**config.mk**
```make
export PLATFORM = sky130hd
export DESIGN_NAME = dp_resp_flat
export DESIGN_NICKNAME = d
export VERILOG_FILES = /design/src/rtl/dp_resp_if.sv /design/src/rtl/dp_resp.sv /design/src/flat_wrapper.sv
export SDC_FILE = /design/constraint.sdc
export NUM_CORES = 2
export LEC_CHECK = 0
export CAP_MARGIN = 25
export CORE_MARGIN = 3
export CORE_UTILIZATION = 60
export CTS_CLUSTER_SIZE = 24
export DETAILED_ROUTE_END_ITERATION = 7
export PLACE_DENSITY = 0.77
export SYNTH_ARGS = -nofsm -noshare
export SYNTH_HDL_FRONTEND = slang
export SYNTH_SLANG_ARGS = --single-unit
```
**constraint.sdc**
```tcl
create_clock -name clk -period 3.6 [get_ports clk]
set_clock_uncertainty 0.05 [all_clocks]
set_input_delay 1.08 -clock clk [delete_from_list [all_inputs] [get_ports clk]]
set_output_delay 1.08 -clock clk [all_outputs]
set_load 0.01 [all_outputs]
```
**src/rtl/dp_resp_if.sv**
```systemverilog
// rtl/dp_resp_if.sv - command/feedback and sample/mean stream bundle for dp_resp
// Command and interrupt bit positions fall back to local defaults when def.v is not loaded.
`ifndef CMD_FLAG_W
`define CMD_FLAG_W 6
`define CMD_INIT 0
`define CMD_READ 1
`define CMD_AVG 2
`define CMD_COMP 3
`define CMD_SORT 4
`define CMD_OUT 5
`define INT_FLAG_W 6
`define INT_INIT 0
`define INT_READ 1
`define INT_AVG 2
`define INT_COMP 3
`define INT_SORT 4
`define INT_OUT 5
`endif

interface dp_resp_if #(
  parameter int DATA_W  = 8,
  parameter int NUM_GRP = 32
);
  logic [`CMD_FLAG_W-1:0]     cmd_flags;
  logic                       dp_cnt_rst;
  logic [`INT_FLAG_W-1:0]     fb_flags;
  logic                       in_valid;
  logic [DATA_W-1:0]          in_data;
  logic                       out_valid;
  logic [DATA_W-1:0]          out_data;
  logic [$clog2(NUM_GRP)-1:0] out_idx;

  modport master (
    output cmd_flags, dp_cnt_rst, in_valid, in_data,
    input  fb_flags, out_valid, out_data, out_idx
  );

  modport slave (
    input  cmd_flags, dp_cnt_rst, in_valid, in_data,
    output fb_flags, out_valid, out_data, out_idx
  );
endinterface

```
**src/rtl/dp_resp.sv**
```systemverilog
// rtl/dp_resp.sv - datapath responder: read, average, store, sort and stream group means
// Optional rounding mean selected by DP_AVG_ROUND_EN.
module dp_resp #(
  parameter int DATA_W   = 8,
  parameter int GRP_N    = 8,
  parameter int NUM_GRP  = 32,
  parameter int INIT_CYC = 4
) (
  input logic       clk,
  input logic       reset_n,
  dp_resp_if.slave  bus
);
  localparam int LG     = $clog2(GRP_N);
  localparam int ACC_W  = DATA_W + LG;
  localparam int IDX_W  = $clog2(NUM_GRP);
  localparam int CNT_W  = ((IDX_W > $clog2(INIT_CYC)) ? IDX_W : $clog2(INIT_CYC)) + 1;
  localparam int BEAT_W = LG + 1;
  localparam logic [`CMD_FLAG_W-1:0] READ_OH = `CMD_FLAG_W'(1) << `CMD_READ;

  typedef enum logic [1:0] {S_IDLE, S_RUN, S_PULSE, S_HOLD} state_t;

  state_t                  state;
  logic [`CMD_FLAG_W-1:0]  phase;
  logic [ACC_W-1:0]        acc;
  logic [BEAT_W-1:0]       beat_cnt;
  logic [IDX_W-1:0]        grp_idx;
  logic [CNT_W-1:0]        cnt;
  logic [DATA_W-1:0]       mean;
  logic [DATA_W-1:0]       mean_calc;
  logic [DATA_W-1:0]       buffer [NUM_GRP];
  logic [DATA_W-1:0]       sorted [NUM_GRP];
  logic                    sort_par;
  logic                    cmd_onehot;
  logic                    accept;

  assign cmd_onehot = $onehot(bus.cmd_flags);
  assign accept     = bus.in_valid && (bus.cmd_flags == READ_OH) &&
                      (beat_cnt < BEAT_W'(GRP_N)) && !bus.dp_cnt_rst;
  // The first pass runs on the IDLE->RUN edge, so parity there is always even.
  assign sort_par   = (state == S_RUN) ? cnt[0] : 1'b0;

`ifdef DP_AVG_ROUND_EN
  logic [ACC_W:0]  rnd_sum;
  logic [DATA_W:0] rnd_q;
  logic            unused_rnd;
  assign rnd_sum    = {1'b0, acc} + (ACC_W+1)'(GRP_N / 2);
  assign rnd_q      = rnd_sum[ACC_W:LG];
  assign mean_calc  = rnd_q[DATA_W] ? {DATA_W{1'b1}} : rnd_q[DATA_W-1:0];
  assign unused_rnd = ^rnd_sum[LG-1:0];
`else
  logic unused_lsb;
  assign mean_calc  = acc[ACC_W-1:LG];
  assign unused_lsb = ^acc[LG-1:0];
`endif

  always_comb begin
    for (int i = 0; i < NUM_GRP; i++) sorted[i] = buffer[i];
    for (int i = 0; i + 1 < NUM_GRP; i++) begin
      if (((i % 2) == int'(sort_par)) && (buffer[i] > buffer[i+1])) begin
        sorted[i]   = buffer[i+1];
        sorted[i+1] = buffer[i];
      end
    end
  end

  always_ff @(posedge clk or negedge reset_n) begin
    if (!reset_n) begin
      state         <= S_IDLE;
      phase         <= '0;
      acc           <= '0;
      beat_cnt      <= '0;
      grp_idx       <= '0;
      cnt           <= '0;
      mean          <= '0;
      bus.fb_flags  <= '0;
      bus.out_valid <= 1'b0;
      bus.out_data  <= '0;
      bus.out_idx   <= '0;
      for (int i = 0; i < NUM_GRP; i++) buffer[i] <= '0;
    end else begin
      bus.fb_flags  <= '0;
      bus.out_valid <= 1'b0;
      if (bus.dp_cnt_rst) beat_cnt <= '0;
      else if (accept)    beat_cnt <= beat_cnt + BEAT_W'(1);
      if (accept) acc <= acc + ACC_W'(bus.in_data);

      case (state)
        S_IDLE: begin
          if (cmd_onehot) begin
            phase <= bus.cmd_flags;
            state <= S_RUN;
            cnt   <= '0;
            if (bus.cmd_flags[`CMD_INIT]) begin
              acc     <= '0;
              grp_idx <= '0;
              for (int i = 0; i < NUM_GRP; i++) buffer[i] <= '0;
            end
            if (bus.cmd_flags[`CMD_SORT]) begin
              for (int i = 0; i < NUM_GRP; i++) buffer[i] <= sorted[i];
              cnt <= CNT_W'(1);
            end
          end
        end
        S_RUN: begin
          if ((bus.cmd_flags & phase) == '0) begin
            state <= S_IDLE;
          end else if (bus.cmd_flags == phase) begin
            if (phase[`CMD_INIT]) begin
              if (cnt == CNT_W'(INIT_CYC - 2)) begin
                bus.fb_flags[`INT_INIT] <= 1'b1;
                state <= S_PULSE;
              end else begin
                cnt <= cnt + CNT_W'(1);
              end
            end
            if (phase[`CMD_READ]) begin
              if ((beat_cnt == BEAT_W'(GRP_N)) ||
                  (accept && (beat_cnt == BEAT_W'(GRP_N - 1)))) begin
                bus.fb_flags[`INT_READ] <= 1'b1;
                state <= S_PULSE;
              end
            end
            if (phase[`CMD_AVG]) begin
              mean <= mean_calc;
              bus.fb_flags[`INT_AVG] <= 1'b1;
              state <= S_PULSE;
            end
            if (phase[`CMD_COMP]) begin
              buffer[grp_idx] <= mean;
              beat_cnt        <= '0;
              grp_idx         <= (grp_idx == IDX_W'(NUM_GRP - 1)) ? '0 : grp_idx + IDX_W'(1);
              bus.fb_flags[`INT_COMP] <= 1'b1;
              state <= S_PULSE;
            end
            if (phase[`CMD_SORT]) begin
              if (cnt == CNT_W'(NUM_GRP)) begin
                bus.fb_flags[`INT_SORT] <= 1'b1;
                state <= S_PULSE;
              end else begin
                for (int i = 0; i < NUM_GRP; i++) buffer[i] <= sorted[i];
                cnt <= cnt + CNT_W'(1);
              end
            end
            if (phase[`CMD_OUT]) begin
              bus.out_valid <= 1'b1;
              bus.out_data  <= buffer[cnt[IDX_W-1:0]];
              bus.out_idx   <= cnt[IDX_W-1:0];
              cnt           <= cnt + CNT_W'(1);
              if (cnt == CNT_W'(NUM_GRP - 1)) begin
                bus.fb_flags[`INT_OUT] <= 1'b1;
                state <= S_PULSE;
              end
            end
          end
        end
        S_PULSE: begin
          if (phase[`CMD_AVG]) acc <= '0;
          state <= S_HOLD;
        end
        S_HOLD: begin
          if ((bus.cmd_flags & phase) == '0) state <= S_IDLE;
        end
        default: state <= S_IDLE;
      endcase
    end
  end
endmodule
```
**src/flat_wrapper.sv**
```systemverilog
// flat-port wrapper written by rule: the top's interface ports become plain ports
module dp_resp_flat 
#(
  parameter int DATA_W   = 8,
  parameter int GRP_N    = 8,
  parameter int NUM_GRP  = 32,
  parameter int INIT_CYC = 4
)
  (clk, reset_n, bus_cmd_flags, bus_dp_cnt_rst, bus_in_valid, bus_in_data, bus_fb_flags, bus_out_valid, bus_out_data, bus_out_idx);
  dp_resp_if #(.DATA_W(DATA_W), .NUM_GRP(NUM_GRP)) bus_i ();
  input logic clk;
  input logic reset_n;
  input wire logic [$bits(bus_i.cmd_flags)-1:0] bus_cmd_flags;
  input wire logic [$bits(bus_i.dp_cnt_rst)-1:0] bus_dp_cnt_rst;
  input wire logic [$bits(bus_i.in_valid)-1:0] bus_in_valid;
  input wire logic [$bits(bus_i.in_data)-1:0] bus_in_data;
  output wire logic [$bits(bus_i.fb_flags)-1:0] bus_fb_flags;
  output wire logic [$bits(bus_i.out_valid)-1:0] bus_out_valid;
  output wire logic [$bits(bus_i.out_data)-1:0] bus_out_data;
  output wire logic [$bits(bus_i.out_idx)-1:0] bus_out_idx;
  assign bus_i.cmd_flags = bus_cmd_flags;
  assign bus_i.dp_cnt_rst = bus_dp_cnt_rst;
  assign bus_i.in_valid = bus_in_valid;
  assign bus_i.in_data = bus_in_data;
  assign bus_fb_flags = bus_i.fb_flags;
  assign bus_out_valid = bus_i.out_valid;
  assign bus_out_data = bus_i.out_data;
  assign bus_out_idx = bus_i.out_idx;
  dp_resp #(.DATA_W(DATA_W), .GRP_N(GRP_N), .NUM_GRP(NUM_GRP), .INIT_CYC(INIT_CYC)) u_core (.clk(clk), .reset_n(reset_n), .bus(bus_i));
endmodule
```
==> flow_summary.json <==
{
  "status": "finished with violations",
  "violations": "design-rule violations",
  "fin_crit_sh_pct": 97.2,
  "maxCapViolations": 0,
  "synth.area.top_cells": "dfrtp_1 (25%), ha_1 (11%), a21oi_1 (8.1%)",
  "gp_congestion": 0.982,
  "final_net_count": 4230,
  "antenna_found_initial": 3,
  "layout_min_cycle_time_ns": 3.50,
  "grt_max_degree": 69,
  "num_vias": 33900,
  "wl_met2_um": 50700,
  "path_clk_slew_ns": 0.06,
  "postSynthAreaPerCell_um2": 8.20,
  "cts_buffer_depth": 3,
  "syn_nets": 4168,
  "crit_slowest_cell": "fa_2",
  "syn2layout_area_growth_pct": 14.1,
  "io_buffers": 37,
  "grt_overflow": 0,
  "avgViaCountPerCell": 7.30,
  "wl_met1_um": 44300,
  "ys_seq_area_share_pct": 25.1,
  "die_y_um": 236,
  "ys_seq_elements": 318,
  "final_antenna_net_count": 0,
  "drc": 1,
  "grt_pass1_vias": 31600,
  "crit_required_ns": 4.01,
  "synth_commonest_cells": "a21oi_1 (512), nor2_1 (328), dfrtp_1 (318)",
  "dpl_worst_slack_ns": -0.922,
  "dieArea_um2": 55700,
  "p_per_area_nw_per_um2": 876,
  "synthArstFlopShare_pct": 100,
  "setup_slack_ns": 0.0998,
  "synth_top_cell_by_area": "dfrtp_1",
  "setup-tns-final_ns": 0,
  "multiInputGateArea_um2": 22400,
  "track_usage_pct": 41.0,
  "nFillCells": 4113,
  "io_pins": 38,
  "cts_sinks": 318,
  "yosysTopAreaCellShare_pct": 25.1,
  "path_cells": "clkdlybuf4s15_1, inv_1, ha_1, inv_2, fa_2, inv_2, ha_4, xor2_4, nand3_4, buf_4, o32ai_4, buf_12, buf_12, o21ai_1, buf_4, o31ai_1, a211oi_1",
  "start_kind": "input pin",
  "seqCellArea_um2": 7970,
  "fin_util_pct": 69.9,
  "yosysUniqueCellTypes": 86,
  "crit_family": "buffers and inverters",
  "setup_viol_count_final": 0,
  "p_leak_nw": 15.1,
  "yosysWarnings": 0,
  "clk_latency_ns": 0.60,
  "tightest_slew_ns": 1.10,
  "dr.first_iter.drc_count": 5345,
  "wirelength_um": 120000,
  "htree_levels": 2,
  "max_freq_mhz": 286,
  "path_max_fanout": 8,
  "syn_inst": 3868,
  "maxSlewViolCount": 0,
  "grt_pass1_wl_um": 184000,
  "synthMostInstantiatedCell": "a21oi_1",
  "hold_class": "input pin to asynchronous set/reset pin",
  "wl_per_cell_um": 25.8,
  "synth_edf_count": 0,
  "core_area_um2": 51800,
  "ir_drop_uv": 848,
  "cts_buffers": 40,
  "slowest_delay_ns": 0.33,
  "cts_root_buffer": "clkbuf_16",
  "hpwl_um": 81700,
  "top_layer": "met5",
  "finalPower_w": 0.0317,
  "hold_ws_ns": 0.395,
  "synth_area_um2": 31700,
  "die_w_um": 236,
  "num_rows": 83,
  "relSlewSlack_pct": 26.4,
  "dr.pass1.iters": 8,
  "wl_met3_um": 16800,
  "critPathBufInv": 8,
  "finalHoldViolCount": 0,
  "start_util_pct": 61.2,
  "synth_ff_type": "dfrtp_1",
  "cts_tree": "done",
  "criticalPathCategory": "input pin to register",
  "drive_gt1_share_pct": 15.6,
  "end_kind": "register",
  "arrival_ns": 3.91
}
[registers in the layout, summed over array words and instances, names as in the netlist, named ones only]
| name | flops |
|---|---|
| u_core.bus.out_data | 8 |
| u_core.bus.out_idx | 5 |
| u_core.mean | 8 |
| u_core.beat_cnt | 4 |
| u_core.phase | 6 |
| u_core.cnt | 6 |
| u_core.bus.out_valid | 1 |
| u_core.buffer | 256 |
| u_core.grp_idx | 5 |
| u_core.state | 1 |
| u_core.bus.fb_flags | 6 |
| u_core.acc | 11 |
[cell type report]
| type | count | share of cell area [%] |
|---|---|---|
| Antenna cell | 1 | 0.00691 |
| Clock buffer | 58 | 3.20 |
| Clock inverter | 15 | 0.453 |
| Inverter | 274 | 2.84 |
| Multi-Input combinational cell | 3028 | 61.9 |
| Sequential cell | 318 | 22.0 |
| Tap cell | 680 | 2.35 |
| Timing Repair Buffer | 268 | 7.27 |
[power breakdown]
part / internal, W / total, W / switching [W]
logic: 0.00765 / 0.0198 / 0.0121
clock network: 0.00246 / 0.00425 / 0.00180
registers: 0.00469 / 0.00767 / 0.00298
[per-stage QoR]
| step | std cells | instance area (um^2) |
|---|---|---|
| 4_1_cts | 4636 | 35800 |
| 3_3_place_gp | 4547 | 34100 |
| 6_report | 4642 | 36200 |
| 5_1_grt | 4641 | 36200 |
| 3_5_place_dp | 4548 | 34100 |
| 2_1_floorplan | 3868 | 32000 |
[per-layer routing]
metal | up-vias | track usage (%)
met4 | 6 | 22.6
met1 | 15800 | 54.8
li1 | 14800 | -
met2 | 2595 | 60.0
met3 | 618 | 11.6
met5 | - | 0
[worst paths after layout]
kind	end	from	cells after the start	slack, ns
max in group asynchronous	u_core.buffer[79]	reset_n	2	2.25
min reg2reg	u_core.bus.out_idx[2]	u_core.bus.out_idx[2]	2	0.42
min in group clk	u_core.bus.out_idx[2]	u_core.bus.out_idx[2]	2	0.42
max	u_core.buffer[48]	bus_cmd_flags[5]	17	0.1
max reg2reg	u_core.buffer[20]	u_core.state[0]	7	0.17
min	u_core.phase[2]	reset_n	1	0.39
[cell families (layout without fill, tap and decap cells)]
logic type,Yosys count,in the layout,share of synthesized area (%)
compound gates,1440,1440,30.2
simple gates,1044,1044,15.2
buf+inv,522,615,6.61
flops,318,318,25.1
fa+ha+maj,282,282,11.2
mux,251,251,11.4
xor+xnor,11,11,0.304
other cells,0,1,0
[layout by cell type, fill, tap and decap left out, drive strengths merged, types with 80 or more instances in the layout]
cell,n
a211oi,127
a21oi,519
buf,228
dfrtp,318
ha,279
inv,276
mux2,87
mux2i,84
mux4,80
nand2,316
nand3,114
nor2,330
nor3,84
o21ai,220
[what timing repair did]
item / in CTS / in global routing
setup buffers: 9 / 3
pin swaps: 10 / 13
gates resized for setup: 49 / 81
endpoints found under the setup margin: 228 / 200
cloned: 6 / 2
hold buffers: 0 / 0
[worst reg2reg max path: cells and delay by family, from the launching register on]
| family | cells | cell delay (ns) |
|---|---|---|
| compound gates | 2 | 0.42 |
| buf+inv | 1 | 0.30 |
| flops | 1 | 0.56 |
| simple gates | 4 | 1.98 |
(Power assumes the default switching activity.)
